--- config.mk ---
export PLATFORM = sky130hd
export DESIGN_NAME = prg_dma_loader
export DESIGN_NICKNAME = d
export VERILOG_FILES = /design/src/rtl/prg_dma_loader.sv
export SDC_FILE = /design/constraint.sdc
export NUM_CORES = 1
export LEC_CHECK = 0
export ABC_AREA = 1
export BUFFER_PORTS_ARGS = -buffer_cell sky130_fd_sc_hd__buf_2
export CAP_MARGIN = 20
export CORE_MARGIN = 2
export CORE_UTILIZATION = 65
export CTS_BUF_LIST = sky130_fd_sc_hd__clkbuf_4 sky130_fd_sc_hd__clkbuf_8
export DETAILED_ROUTE_END_ITERATION = 10
export PLACE_DENSITY = 0.95
export SLEW_MARGIN = 20
export SYNTH_ARGS = -nofsm -noshare
export SYNTH_HDL_FRONTEND = slang
export SYNTH_SLANG_ARGS = --single-unit
--- constraint.sdc ---
create_clock -name clk -period 3.8 [get_ports clk]
set_input_delay 0.38 -clock clk [delete_from_list [all_inputs] [get_ports clk]]
set_output_delay 0.38 -clock clk [all_outputs]
set_load 0.03 [all_outputs]
--- src/rtl/prg_dma_loader.sv ---
// PRG DMA loader: halts the C64 CPU and writes a PRG image from ROM into RAM, one byte per phi2 period.
// Optional macro PRG_DMA_LOADER_BASIC_PATCH_EN adds a PATCH state that writes the program end pointer to $002D/$002E.
`timescale 1ns/1ps
module prg_dma_loader (
  input  logic        clk,
  input  logic        reset,
  input  logic        phi2,
  input  logic        BA,
  input  logic        start,
  input  logic [15:0] img_len,
  output logic [15:0] src_addr,
  input  logic [7:0]  src_data,
  output logic        DMA,
  output logic [15:0] Ai,
  output logic [7:0]  Di,
  output logic        RW,
  output logic        busy,
  output logic        done,
  output logic        error
);

`ifdef PRG_DMA_LOADER_BASIC_PATCH_EN
  typedef enum logic [2:0] {IDLE = 3'd0, HDR_LO = 3'd1, HDR_HI = 3'd2, ARB = 3'd3,
                            XFER = 3'd4, PATCH = 3'd5, FINISH = 3'd6} state_t;
`else
  typedef enum logic [2:0] {IDLE = 3'd0, HDR_LO = 3'd1, HDR_HI = 3'd2, ARB = 3'd3,
                            XFER = 3'd4, FINISH = 3'd6} state_t;
`endif

  state_t      r_state;
  state_t      w_nextState;
  logic        r_phi2Q;
  logic        w_boundary;
  logic [15:0] r_remaining;
  logic [15:0] r_wrAddr;
  logic [15:0] r_srcAddr;
  logic [1:0]  r_fetch;
  logic [7:0]  r_byte;
  logic        r_byteValid;
  logic [1:0]  r_arbCnt;
`ifdef PRG_DMA_LOADER_BASIC_PATCH_EN
  logic [1:0]  r_patchStep;
`endif
  logic        r_dma;
  logic [15:0] r_ai;
  logic [7:0]  r_di;
  logic        r_rw;
  logic        r_busy;
  logic        r_done;
  logic        r_error;

  assign w_boundary = r_phi2Q & ~phi2;

  assign src_addr = r_srcAddr;
  assign DMA      = r_dma;
  assign Ai       = r_ai;
  assign Di       = r_di;
  assign RW       = r_rw;
  assign busy     = r_busy;
  assign done     = r_done;
  assign error    = r_error;

  always_ff @(posedge clk or negedge reset) begin
    if (!reset) r_state <= IDLE;
    else        r_state <= w_nextState;
  end

  always_comb begin
    w_nextState = r_state;
    case (r_state)
      IDLE:   if (start && (img_len >= 16'd3)) w_nextState = HDR_LO;
      HDR_LO: if (r_fetch[1]) w_nextState = HDR_HI;
      HDR_HI: if (r_fetch[1]) w_nextState = ARB;
      ARB:    if (w_boundary && BA && (r_arbCnt == 2'd2)) w_nextState = XFER;
`ifdef PRG_DMA_LOADER_BASIC_PATCH_EN
      XFER:   if (w_boundary && (r_remaining == 16'd0)) w_nextState = PATCH;
      PATCH:  if (w_boundary && (r_patchStep == 2'd2)) w_nextState = FINISH;
`else
      XFER:   if (w_boundary && (r_remaining == 16'd0)) w_nextState = FINISH;
`endif
      FINISH: w_nextState = IDLE;
      default: w_nextState = IDLE;
    endcase
  end

  // r_fetch is a two-stage tag following each ROM read: bit 1 set means src_data holds the requested byte now.
  always_ff @(posedge clk or negedge reset) begin
    if (!reset) begin
      r_phi2Q     <= 1'b0;
      r_remaining <= 16'd0;
      r_wrAddr    <= 16'd0;
      r_srcAddr   <= 16'd0;
      r_fetch     <= 2'b00;
      r_byte      <= 8'd0;
      r_byteValid <= 1'b0;
      r_arbCnt    <= 2'd0;
`ifdef PRG_DMA_LOADER_BASIC_PATCH_EN
      r_patchStep <= 2'd0;
`endif
      r_dma       <= 1'b0;
      r_ai        <= 16'd0;
      r_di        <= 8'd0;
      r_rw        <= 1'b1;
      r_busy      <= 1'b0;
      r_done      <= 1'b0;
      r_error     <= 1'b0;
    end else begin
      r_phi2Q <= phi2;
      r_done  <= 1'b0;
      r_error <= 1'b0;
      r_fetch <= {r_fetch[0], 1'b0};
      if (r_fetch[1] && ((r_state == ARB) || (r_state == XFER))) begin
        r_byte      <= src_data;
        r_byteValid <= 1'b1;
      end
      case (r_state)
        IDLE: begin
          if (start) begin
            if (img_len < 16'd3) begin
              r_error <= 1'b1;
            end else begin
              r_busy      <= 1'b1;
              r_remaining <= img_len - 16'd2;
              r_srcAddr   <= 16'd0;
              r_fetch[0]  <= 1'b1;
              r_byteValid <= 1'b0;
              r_arbCnt    <= 2'd0;
`ifdef PRG_DMA_LOADER_BASIC_PATCH_EN
              r_patchStep <= 2'd0;
`endif
            end
          end
        end
        HDR_LO: begin
          if (r_fetch[1]) begin
            r_wrAddr[7:0] <= src_data;
            r_srcAddr     <= 16'd1;
            r_fetch[0]    <= 1'b1;
          end
        end
        HDR_HI: begin
          if (r_fetch[1]) begin
            r_wrAddr[15:8] <= src_data;
            r_srcAddr      <= 16'd2;
            r_fetch[0]     <= 1'b1;
            r_dma          <= 1'b1;
          end
        end
        ARB: begin
          if (w_boundary) begin
            if (BA) r_arbCnt <= (r_arbCnt == 2'd2) ? 2'd0 : r_arbCnt + 2'd1;
            else    r_arbCnt <= 2'd0;
          end
        end
        XFER: begin
          // r_wrAddr doubles as load_addr+k; after the last byte it equals the program end address.
          if (w_boundary) begin
            if ((r_remaining != 16'd0) && BA && r_byteValid) begin
              r_ai        <= r_wrAddr;
              r_di        <= r_byte;
              r_rw        <= 1'b0;
              r_wrAddr    <= r_wrAddr + 16'd1;
              r_remaining <= r_remaining - 16'd1;
              r_byteValid <= 1'b0;
              if (r_remaining > 16'd1) begin
                r_srcAddr  <= r_srcAddr + 16'd1;
                r_fetch[0] <= 1'b1;
              end
            end else begin
              r_rw <= 1'b1;
            end
          end
        end
`ifdef PRG_DMA_LOADER_BASIC_PATCH_EN
        PATCH: begin
          if (w_boundary) begin
            if ((r_patchStep != 2'd2) && BA) begin
              r_ai        <= r_patchStep[0] ? 16'h002E : 16'h002D;
              r_di        <= r_patchStep[0] ? r_wrAddr[15:8] : r_wrAddr[7:0];
              r_rw        <= 1'b0;
              r_patchStep <= r_patchStep + 2'd1;
            end else begin
              r_rw <= 1'b1;
            end
          end
        end
`endif
        FINISH: begin
          r_dma  <= 1'b0;
          r_done <= 1'b1;
          r_busy <= 1'b0;
        end
        default: ;
      endcase
    end
  end

endmodule

==> results.json <==
{
  "status": "completed",
  "hold_path.class": "primary input to async pin",
  "grt_pass1_wl_um": 23200,
  "cts_tree": "built",
  "synth_xor_area_share_pct": 3.06,
  "synthMuxAreaShare_pct": 0,
  "cts.clk_slew.worst_paths_ps": 100,
  "postCtsSetupBuffers": 0,
  "worstSetupEndpointType": "register",
  "cts-buffers-inserted": 9,
  "arrival_ps": 2570,
  "start_util_pct": 66.2,
  "routabilityCongestion": 0.946,
  "rows": 34,
  "crit_path_start_kind": "register",
  "critPathKind": "register to register",
  "syn_to_final_growth_pct": 10.3,
  "syn_area_mm2": 0.00572,
  "final_nets": 920,
  "final_cell_area_mm2": 0.00631,
  "cp_slowest_cell": "a21oi_1",
  "cp-startpoint": "r_state[1]",
  "ctsLongestPathBuffers": 2,
  "globalRouteOverflowTotal": 0,
  "final_cell_mix": "nand2_1 (288), nor2_1 (97), dfrtp_1 (93)",
  "max_slew_margin_pct": 45.9,
  "yosys_warnings": 0,
  "tightest_slew_ps": 808,
  "critPathTopFamily": "compound AO/OA/AOI/OAI gates",
  "n_fill_cell": 709,
  "reg2regPathDepth": 8,
  "pwr_density_cell_mw_per_mm2": 627,
  "clockRootBuffer": "clkbuf_8",
  "leakagePower_nw": 3.33,
  "synth_top_area_share_pct": 40.7,
  "design.core.area_mm2": 0.00864,
  "antenna_left": 0,
  "seqPwrFrac_pct": 39.9,
  "maxCapViolCount": 0,
  "timing.fmax_ghz": 0.444,
  "grt_use_met1_pct": 39.3,
  "synth_compound_gate_area_share_pct": 8.10,
  "finalCritPeriodShare_pct": 59.3,
  "synth-simple-area-share_pct": 38.4,
  "route.detailed.drc": 0,
  "synth_top_family_by_area": "simple AND/OR/NAND/NOR gates",
  "die_width_um": 97.8,
  "top_usage_layer": "met2",
  "finClkSkew_ps": 8.03,
  "clock_sinks": 94,
  "use_met3_pct": 4.22,
  "p_comb_share_pct": 41.9,
  "r2r-start": "r_state[1]",
  "die_area_mm2": 0.00956,
  "yosysSeqAreaShare_pct": 41.2,
  "mostFrequentLayoutCell": "nand2_1",
  "cp_max_fo": 45,
  "crit_cells": 8,
  "switchingPower_mw": 1.84,
  "slew_viol_final": 0,
  "dr_total_vias": 5658,
  "htreeDepth": 3,
  "p_int_mw": 2.11,
  "synth_seq_cells": 94,
  "postSynthCellCount": 822,
  "dp_hpwl_um": 9640,
  "io_pins": 74,
  "multi_input_comb_area_mm2": 0.00290,
  "register_area_mm2": 0.00235,
  "avgSynthCellArea_um2": 6.96,
  "yosys.area.top_type": "dfrtp_1",
  "setup_viol": 0,
  "grtUsageMet2_pct": 48.7,
  "power_frac_clock_pct": 18.2,
  "grt_max_degree": 52,
  "via_per_inst": 5.66,
  "grt_pass1_vias": 5127,
  "synth_adder_area_share_pct": 1.09,
  "grt_usage_pct": 29.1,
  "die_y_um": 97.8,
  "drt_wl_total_um": 13700,
  "crit_top_cell": "nand2_1",
  "port_buffers": 73,
  "insertion_delay_ps": 370,
  "placed_cells": 983,
  "drive_gt1_share_pct": 13.6,
  "n_antenna_cell": 0,
  "syn-num-nets": 856,
  "crit_chain": "inv_2, nand2_4, nor2_8, buf_4, nand3_2, a21oi_1, nand2_1, nand2_1",
  "cts_resized": 0,
  "ys_types": 38,
  "period_needed_ps": 2250,
  "rsz0062_at_grt": "no",
  "wl_per_cell_um": 13.7,
  "final.setup.tns_ps": 0,
  "cp.required_ps": 4120,
  "synth_area_leaders": "dfrtp_1 (41%), nand2_1 (19%), nor2_1 (6.4%)",
  "sw_frac_of_total_pct": 46.6,
  "drtIter0Drc": 410,
  "hold_buffers": 0,
  "firstDrtPassIters": 8,
  "vdd_drop_max_v": 0.000377,
  "hold_viol": 0,
  "antenna_found_initial": 0,
  "max_stage_delay_ps": 600,
  "fin_cells": 999,
  "cp_num_buf_inv": 2,
  "place_area_mm2": 0.00610
}
## per-layer routing
| layer | part of all wire (%) | wire (um) |
|---|---|---|
| met5 | 0 | 0 |
| met4 | 2.0 | 278 |
| met3 | 7.7 | 1050 |
| met2 | 48 | 6510 |
| met1 | 43 | 5840 |
## cell usage after synthesis
master and count:
inv_2 7, nor2_8 1, o21ai_1 29, buf_4 5
dfstp_2 1, nand2_1 288, inv_1 79, clkbuf_1 2
a21o_1 1, ha_1 5, o21bai_1 2, nand3_2 6
buf_2 9, nand2_4 1, o22ai_1 1, a31oi_1 3
nand2_2 4, a31o_2 1, o21a_1 1, xnor2_1 4
nor2_1 97, nand3b_1 4, o21ai_0 40, a21oi_1 7
nor2_4 3, dfrtp_1 93, o211ai_1 1, nand3_4 1
nand3_1 71, a21boi_2 1, nor2_2 2, nor3_1 4
xor2_1 16, nor3b_1 1, buf_6 4, nand4_1 23
nand4_2 1, buf_1 3
## area by class of cell
type	instances	share of cell area, %
timing repair buffer	76	6.19
multi-input combinational	619	45.9
clock buffer	10	2.18
clock inverter	6	1.17
tap	108	2.14
inverter	86	5.12
sequential	94	37.3
## sequential cells by signal, summed over array words and instances (netlist names), 2 cells and up
name / flops
r_byte: 8
Di: 8
r_wrAddr: 16
r_fetch: 2
r_state: 3
r_remaining: 16
src_addr: 16
r_arbCnt: 2
Ai: 16
## logic make-up after synthesis
family                     Yosys count
buffers and inverters              109
and+or+nand+nor                    507
xor gates and xnor gates            20
adders and majority gates            5
DFF                                 94
AOI/OAI and AO/OA                   87
## path summary, 6_finish.rpt
| kind | to | slack, ps |
|---|---|---|
| setup reg to reg | r_wrAddr[11] | 1550 |
| hold reg to reg | r_fetch[1] | 360 |
| hold / removal | r_remaining[15] | 20 |
| min in group clk | r_phi2Q | 120 |
| setup / recovery | r_wrAddr[11] | 1550 |
| max in group asynchronous | r_wrAddr[9] | 2790 |
## per-stage QoR
| stage | hold slack, ps | power, mW | utilization (%) | setup WS (ps) |
|---|---|---|---|---|
| after floorplan | 84.4 | 2.84 | - | 2090 |
| after global routing | 76.1 | 4.26 | 73.1 | 1350 |
| after detailed placement | 335 | 3.20 | 70.6 | 1660 |
| after CTS | 43.1 | 3.92 | 73.1 | 1630 |
| after global placement | 332 | 3.13 | 70.6 | 1750 |
| final | 17.3 | 3.95 | 73.1 | 1550 |
## power groups by stage
stage / combinational, mW / sequential (mW) / clock [mW]
6_report: 1.66 / 1.58 / 0.721
5_1_grt: 1.87 / 1.62 / 0.766
4_1_cts: 1.63 / 1.57 / 0.721
3_5_place_dp: 1.62 / 1.58 / 0
3_3_place_gp: 1.56 / 1.57 / 0
2_1_floorplan: 1.23 / 1.61 / 0
(Power assumes the default switching activity.)
